File: src/rtl/ctrl_pkg.sv
// ctrl_pkg: shared states, opcodes, ALU codes and operand selects for multicycle_control
package ctrl_pkg;
  typedef enum logic [3:0] {
    S_RESET, S_FETCH, S_FETCH_WAIT, S_DECODE, S_EXEC_R, S_EXEC_I, S_MEM_ADDR,
    S_MEM_WAIT, S_LD_WB, S_MEM_WRITE, S_BRANCH, S_PC_INC, S_HALT
  } state_t;
  typedef enum logic [2:0] {C_R, C_I, C_LD, C_SD, C_BR, C_ILL} iclass_t;
  localparam logic [6:0] OP_R  = 7'b0110011;
  localparam logic [6:0] OP_I  = 7'b0010011;
  localparam logic [6:0] OP_LD = 7'b0000011;
  localparam logic [6:0] OP_SD = 7'b0100011;
  localparam logic [6:0] OP_BR = 7'b1100011;
  localparam logic [2:0] ALU_NOP = 3'b000;
  localparam logic [2:0] ALU_ADD = 3'b001;
  localparam logic [2:0] ALU_SUB = 3'b010;
  localparam logic [2:0] ALU_AND = 3'b011;
  localparam logic [2:0] ALU_XOR = 3'b110;
  localparam logic [1:0] SRCB_REG  = 2'd0;
  localparam logic [1:0] SRCB_FOUR = 2'd1;
  localparam logic [1:0] SRCB_IMM  = 2'd2;
  localparam logic [1:0] SRCB_IMM2 = 2'd3;
endpackage

File: src/rtl/ctrl_decode.sv
// ctrl_decode: combinational instruction class, ALU function and illegal-instruction decode
module ctrl_decode
  import ctrl_pkg::*;
(
  input  logic [31:0] instruction,
  output iclass_t     iclass,
  output logic [2:0]  alu_op,
  output logic        illegal
);
  logic [6:0] opc;
  logic [2:0] f3;
  logic       unused_bits;
  assign opc = instruction[6:0];
  assign f3 = instruction[14:12];
  assign unused_bits = ^{instruction[31], instruction[29:15], instruction[11:7]};
  always_comb begin
    iclass = opc == OP_R ? C_R : opc == OP_I ? C_I : opc == OP_LD ? C_LD :
             opc == OP_SD ? C_SD : opc == OP_BR ? C_BR : C_ILL;
    alu_op = f3 == 3'b000 ? ((iclass == C_R && instruction[30]) ? ALU_SUB : ALU_ADD) :
             f3 == 3'b111 ? ALU_AND : f3 == 3'b100 ? ALU_XOR : ALU_NOP;
    illegal = iclass == C_ILL || ((iclass == C_R || iclass == C_I) && alu_op == ALU_NOP);
  end
endmodule

File: src/rtl/multicycle_control.sv
// multicycle_control: Moore multicycle RISC-V control FSM; CTRL_TRAP_EN makes illegal instructions halt
module multicycle_control
  import ctrl_pkg::*;
(
  input  logic        clk,
  input  logic        reset,
  input  logic [31:0] instruction,
  input  logic        alu_zero,
  output logic        PCWrite,
  output logic        PCWriteCond,
  output logic        PCSource,
  output logic        ALUSrcA,
  output logic [1:0]  ALUSrcB,
  output logic [2:0]  ALUOp,
  output logic        LoadAOut,
  output logic        LoadRegA,
  output logic        LoadRegB,
  output logic        LoadMDR,
  output logic        RegWrite,
  output logic        MemToReg,
  output logic        DMemOp,
  output logic        IMemRead,
  output logic        IRWrite,
  output logic        halted
);
`ifdef CTRL_TRAP_EN
  localparam state_t ILL_NEXT = S_HALT;
`else
  localparam state_t ILL_NEXT = S_PC_INC;
`endif
  state_t     state, state_nxt;
  iclass_t    iclass;
  logic [2:0] dec_op;
  logic       illegal;
  ctrl_decode u_dec (
    .instruction(instruction),
    .iclass     (iclass),
    .alu_op     (dec_op),
    .illegal    (illegal)
  );
  always_ff @(posedge clk) state <= reset ? S_RESET : state_nxt;
  always_comb begin
    state_nxt = state;
    PCWrite = 1'b0;
    PCWriteCond = 1'b0;
    PCSource = 1'b0;
    ALUSrcA = 1'b0;
    ALUSrcB = SRCB_REG;
    ALUOp = ALU_NOP;
    LoadAOut = 1'b0;
    LoadRegA = 1'b0;
    LoadRegB = 1'b0;
    LoadMDR = 1'b0;
    RegWrite = 1'b0;
    MemToReg = 1'b0;
    DMemOp = 1'b0;
    IMemRead = 1'b0;
    IRWrite = 1'b0;
    halted = 1'b0;
    case (state)
      S_RESET: state_nxt = S_FETCH;
      S_FETCH: begin
        IMemRead = 1'b1;
        state_nxt = S_FETCH_WAIT;
      end
      S_FETCH_WAIT: begin
        IMemRead = 1'b1;
        IRWrite = 1'b1;
        LoadAOut = 1'b1;
        ALUSrcB = SRCB_IMM2;
        ALUOp = ALU_ADD;
        state_nxt = S_DECODE;
      end
      S_DECODE: begin
        LoadRegA = 1'b1;
        LoadRegB = 1'b1;
        state_nxt = illegal ? ILL_NEXT : iclass == C_R ? S_EXEC_R : iclass == C_I ? S_EXEC_I :
                    iclass == C_LD ? S_MEM_ADDR : iclass == C_SD ? S_MEM_WRITE : S_BRANCH;
      end
      S_EXEC_R: begin
        ALUSrcA = 1'b1;
        ALUOp = dec_op;
        RegWrite = 1'b1;
        state_nxt = S_PC_INC;
      end
      S_EXEC_I: begin
        ALUSrcA = 1'b1;
        ALUSrcB = SRCB_IMM;
        ALUOp = dec_op;
        RegWrite = 1'b1;
        state_nxt = S_PC_INC;
      end
      S_MEM_ADDR: begin
        ALUSrcA = 1'b1;
        ALUSrcB = SRCB_IMM;
        ALUOp = ALU_ADD;
        state_nxt = S_MEM_WAIT;
      end
      S_MEM_WAIT: begin
        ALUSrcA = 1'b1;
        ALUSrcB = SRCB_IMM;
        ALUOp = ALU_ADD;
        LoadMDR = 1'b1;
        state_nxt = S_LD_WB;
      end
      S_LD_WB: begin
        RegWrite = 1'b1;
        MemToReg = 1'b1;
        ALUSrcB = SRCB_FOUR;
        ALUOp = ALU_ADD;
        PCWrite = 1'b1;
        state_nxt = S_FETCH;
      end
      S_MEM_WRITE: begin
        ALUSrcA = 1'b1;
        ALUSrcB = SRCB_IMM;
        ALUOp = ALU_ADD;
        DMemOp = 1'b1;
        state_nxt = S_PC_INC;
      end
      S_BRANCH: begin
        ALUSrcA = 1'b1;
        ALUOp = ALU_SUB;
        PCWriteCond = 1'b1;
        PCSource = 1'b1;
        state_nxt = alu_zero ? S_FETCH : S_PC_INC;
      end
      S_PC_INC: begin
        ALUSrcB = SRCB_FOUR;
        ALUOp = ALU_ADD;
        PCWrite = 1'b1;
        state_nxt = S_FETCH;
      end
`ifdef CTRL_TRAP_EN
      S_HALT: halted = 1'b1;
`endif
      default: state_nxt = S_RESET;
    endcase
  end
endmodule

File: config.mk
export PLATFORM = sky130hd
export DESIGN_NAME = multicycle_control
export DESIGN_NICKNAME = d
export VERILOG_FILES = /design/src/rtl/ctrl_pkg.sv /design/src/rtl/ctrl_decode.sv /design/src/rtl/multicycle_control.sv
export SDC_FILE = /design/constraint.sdc
export NUM_CORES = 1
export LEC_CHECK = 0
export ABC_AREA = 1
export CAP_MARGIN = 25
export CORE_MARGIN = 2
export CORE_UTILIZATION = 29
export DETAILED_ROUTE_END_ITERATION = 10
export GPL_TIMING_DRIVEN = 0
export PLACE_DENSITY = 0.8
export SLEW_MARGIN = 40
export SYNTH_ARGS = -nofsm -noshare
export SYNTH_HDL_FRONTEND = slang
export SYNTH_SLANG_ARGS = --single-unit
File: constraint.sdc
create_clock -name clk -period 1.3 [get_ports clk]
set_input_delay 0.195 -clock clk [delete_from_list [all_inputs] [get_ports clk]]
set_output_delay 0.195 -clock clk [all_outputs]
set_load 0.01 [all_outputs]
; Word-level counts from Yosys, hierarchy flattened
; Cells that the tools add are included.
[word_totals]
reg_bits = 4
latchBits = 0
ramBits = 0
romBits = 0
input_bits = 35
output_inout_bits = 19
word_cells = 68
n_memories = 0
[classes]
add_sub_neg = 0
multipliers = 0
div_mod_pow = 0
n_lt_le_gt_ge = 0
eq_ne = 22
shift = 0
muxes = 28
bitwise_logic = 0
reduce_logical = 17
[ops]
columns = cell, n
row1 = 4-bit case mux with 8 select lines, 1
row2 = 3-bit 2-to-1 mux, 7
row3 = 4-bit 2-to-1 mux, 5
row4 = 4-bit by 3-bit equality test with 1-bit output (second input constant), 4
row5 = 4-bit equality test (second input constant), 4
row6 = 7-bit by 6-bit equality test with 1-bit output (second input constant), 2
row7 = 6-bit OR reduction, 2
row8 = 1-bit 2-to-1 mux, 11
row9 = 3-bit equality test (second input constant), 3
row10 = 3-bit logical NOT, 3
row11 = 3-bit case mux with 3 select lines, 1
row12 = 3-bit OR reduction, 3
row13 = 4-bit by 2-bit equality test with 1-bit output (second input constant), 2
row14 = 7-bit by 2-bit equality test with 1-bit output (second input constant), 1
row15 = 7-bit by 5-bit equality test with 1-bit output (second input constant), 1
row16 = 7-bit equality test (second input constant), 1
row17 = 3-bit by 2-bit equality test with 1-bit output (second input constant), 2
row18 = 2-bit case mux with 3 select lines, 1
row19 = 2-bit OR reduction, 3
row20 = 4-bit by 1-bit equality test with 1-bit output (second input constant), 1
row21 = 4-bit logical NOT, 1
row22 = 2-bit 2-to-1 mux, 2
row23 = 4-bit OR reduction, 1
row24 = 3-bit by 1-bit equality test with 1-bit output (second input constant), 1
row25 = 2 further kinds, 4

; Depth between registers and ports, before layout
; Gate-level depths: netlist of the first run.
[depth]
ltp_word = 15
depth_mapped = 9
mapped_depth_nobuf = 9

; Modules after synthesis
; A second synthesis of the first run with hierarchy kept.
[hier_totals]
cells_unflattened = 115
area_unflattened_um2 = 570.5
[by_module_without_submodules]
columns = mod, n_inst, cells_each, area_per_inst_um2, seq_area_each_um2
row1 = multicycle_control, 1, 78, 412.9, 80.1
row2 = ctrl_decode, 1, 37, 157.7, 0.0

; Worst setup path after synthesis of the first run
; OpenSTA, ideal clock, no wires.
[synth_path]
path_kind = register -> output
start = register state[3]
end = output ALUOp[0]
t_arrival_ns = 1.033
t_required_ns = 1.105
slack_ns = 0.072
stages_incl_launch_ff = 6
path_buffers = 0
cell_sequence = dfxtp_1 -> inv_1 -> nor2_2 -> inv_1 -> nor2_1 -> nand3b_1
[synth_between]
elab_chain_cells = 3
elab_cells_between_ends = 12
cone_classes = eq/ne (9) / mux (1) / reduce/logical (2)
[synth_rtl]
columns = element, line_no
row1 = "start, declared", multicycle_control.sv:31  ; state_t state, state_nxt;
row2 = "start signal, assigned", multicycle_control.sv:41  ; always_ff @(posedge clk) state <= reset ? S_RESET : state_nxt;
row3 = 4-bit equality test (tied with other cells), multicycle_control.sv:60  ; case (state)
row4 = 6-bit OR reduction (no line) / 2-bit OR reduction (equally long branches), --
row5 = 3-bit case mux with 3 select lines (*), multicycle_control.sv:60
row6 = "end, declared", multicycle_control.sv:14  ; output logic [2:0] ALUOp,
; Every way passes the cells marked *; elsewhere a longest branch is shown, timed or not.

; Final worst setup path of the first run
[layout_path]
start = register state[1]
end = output ALUOp[0]
; The elaborated chain is that of the path after synthesis.

==> results of run 1 <==
==> metal layers <==
layer | GRT usage, % | vias to the layer above | wire [um]
met5 | 0 | - | 0
met4 | 9.44 | 0 | 17
met3 | 3.46 | 2 | 126
met2 | 38.4 | 34 | 1190
met1 | 20.5 | 390 | 855
li1 | - | 426 | -
==> worst max-delay path, cell delays in order (launching register included) <==
cell      delay, ns
dfxtp_4        0.36
inv_4          0.06
nor2_4         0.04
buf_6          0.11
a211oi_4       0.22
nand3b_1       0.10
buf_2          0.15
==> logic make-up after synthesis <==
kind of cell | Yosys count
compound gates | 10
buf+inv | 27
flops | 4
other cells | 1
simple gates | 64
==> cell usage in the layout, fill, tap and decap left out, drive strengths merged, types with 3 or more instances in the layout <==
cell type / count
buf: 40
nand2: 31
inv: 23
nor2: 21
nand3: 7
clkdlybuf4s50: 5
dlygate4sd2: 5
a21oi: 4
dfxtp: 4
clkbuf: 4
clkdlybuf4s15: 3
nor3: 3
==> per-stage QoR <==
stage               instances  cell area [um^2]  setup slack (ns)
global placement          162               877            -0.734
detailed placement        162               877            -0.820
CTS                       176              1020            -0.197
floorplan                 106               536            0.0722
global route              184              1150            -0.244
finish                    184              1150            -0.184
==> power breakdown <==
group          leakage, nW  switching, W  internal [W]
Combinational        0.562      0.000194      0.000186
Sequential          0.0355     0.0000234      0.000133
Clock               0.0138     0.0000463      0.000103
Total                0.611      0.000263      0.000422
==> area by class of cell <==
class,instances,area [um^2],share of cell area [%]
multi-input cells,75,460,40.1
repair buffers,50,409,35.6
inverters,23,96.3,8.39
flip-flops and latches,4,95.1,8.28
plain buffers,4,33.8,2.94
well taps,25,31.3,2.72
clock buffers,3,22.5,1.96
==> worst paths after layout <==
kind                                      from        to  cells past startpoint
worst min register to register        state[3]  state[0]                      2
worst max register to register        state[0]  state[1]                      8
worst max-delay path                  state[1]  ALUOp[0]                      6
worst min-delay path            instruction[6]  state[2]                      4
==> timing repair <==
action | CTS | global route
endpoints found under the setup margin | 18 | 20
pin swaps | 17 | 20
cloned | 0 | 0
hold buffers | 0 | 0
setup buffers | 11 | 8
resized for setup | 128 | 23
==> out/results.txt, run 1 <==
Outcome = finished, violations left
Failing checks = setup timing
Max FO, Critical Path = 4
Num CTS Buffers = 3
Hold Path Class = in -> reg
Ys async rst share = 0%
Post-synth EDFFs = 0
Global-route wire length before repair = 3.11 mm
Core footprint = 0.00173 mm^2
Routed wire length = 2.19 mm
Routed vias/inst = 4.63
Fin util = 66.5%
Gp weighted congestion = 0.834
DRC = 0
Power Density = 597 mW/mm^2
Net count after synthesis = 141
Max Freq = 674 MHz
Clock latency on the worst-skew pair = 0.23 ns
Root Driver = clkbuf_4
Syn avg cell area = 5.05 um^2
Cell with the most instances after synthesis = nand2_1
Post-Synth XOR/XNOR Area = 0%
Worst Setup Path Type = reg -> out
Commonest cells in the netlist = nand2_1, inv_1, nor2_1
I/O Buffers = 31
Vias = 852
Seq/Total Area, Yosys = 15.0%
Area growth, synth to finish = 114%
Post-synth top area cell = nand2_1
Largest family of logic cells by synthesized area = simple AND/OR/NAND/NOR gates
Wirelength per Cell = 11.9 um
Fin. max-slew vios = 0
Top post-synthesis cells by area = nand2_1, inv_1, dfxtp_1, nor2_1, nor2_2
Minimum clock period = 1.48 ns
DRT Pass-1 Iters = 4
CP Capture Type = output pin
PnR worst setup slack = -0.184 ns
Tot GR Track Use = 19.9%
MaxCap Viol Count = 0
Setup TNS = -1.65 ns
Mapped Area = 536 um^2
CP required = 1.11 ns
Clock skew = 0.00175 ns
Final Cycle Share = 114%
RSZ-0062 raised after global routing = true
Lkg Pwr = 0.611 nW
Final Hold Fails = 0
Initial antenna violation count = 0
Hold slack final = 0.529 ns
Yosys cell types = 17
Clock sinks = 4
Crit path arrival time = 1.29 ns
N_diodes = 0
Area share of the largest cell type after synthesis = 21.7%
Synth Flop Type = dfxtp_1
Synth Area in Compound Gates = 11.0%
Share of layout cells above drive strength 1 = 57.2%
Post-Synth Adder-Cell Area = 0%
Design Power = 0.000685 W
Total gr overflow = 0
Peak supply drop = 0.000472 V
Reg2reg setup slack = -0.10 ns
Pin count of the biggest net entering global routing = 5
H-tree depth = 1
DRT antenna net count = 0
Mux contribution to synthesized area = 0%
Vias in the first global route = 798
Simple-gate share of the synthesized area = 51.6%
Clock tree buffer depth = 2
Rows = 15
DP Wirelength = 1.34 mm
Largest Register = state
Number of synthesized register bits = 4
Clock Pin Slew Worst Setup and Hold Paths = 0.04 ns
Largest register FFs = 4
Setup-failing EPs final = 20
Worst setup SP type = flop
Initial core utilization = 31.0%
Fillers = 157
First DRT Iteration DRCs = 18
Largest regs = state x4
Nets = 196
IO Pins = 54
CTS tree = built
Mapped Cells = 106
Synth Warn # = 0
Chip Height = 47.0 um
Die W = 47.0 um
DIE AREA = 0.00221 mm^2
Power figures use the tool's default switching activity.
==> run 2, diff against run 1 <==
HOLD_SLACK_MARGIN = 0.02   (was unset)
==> results of run 2 <==
Final layout, timing and power as in run 1 (identical DEF).
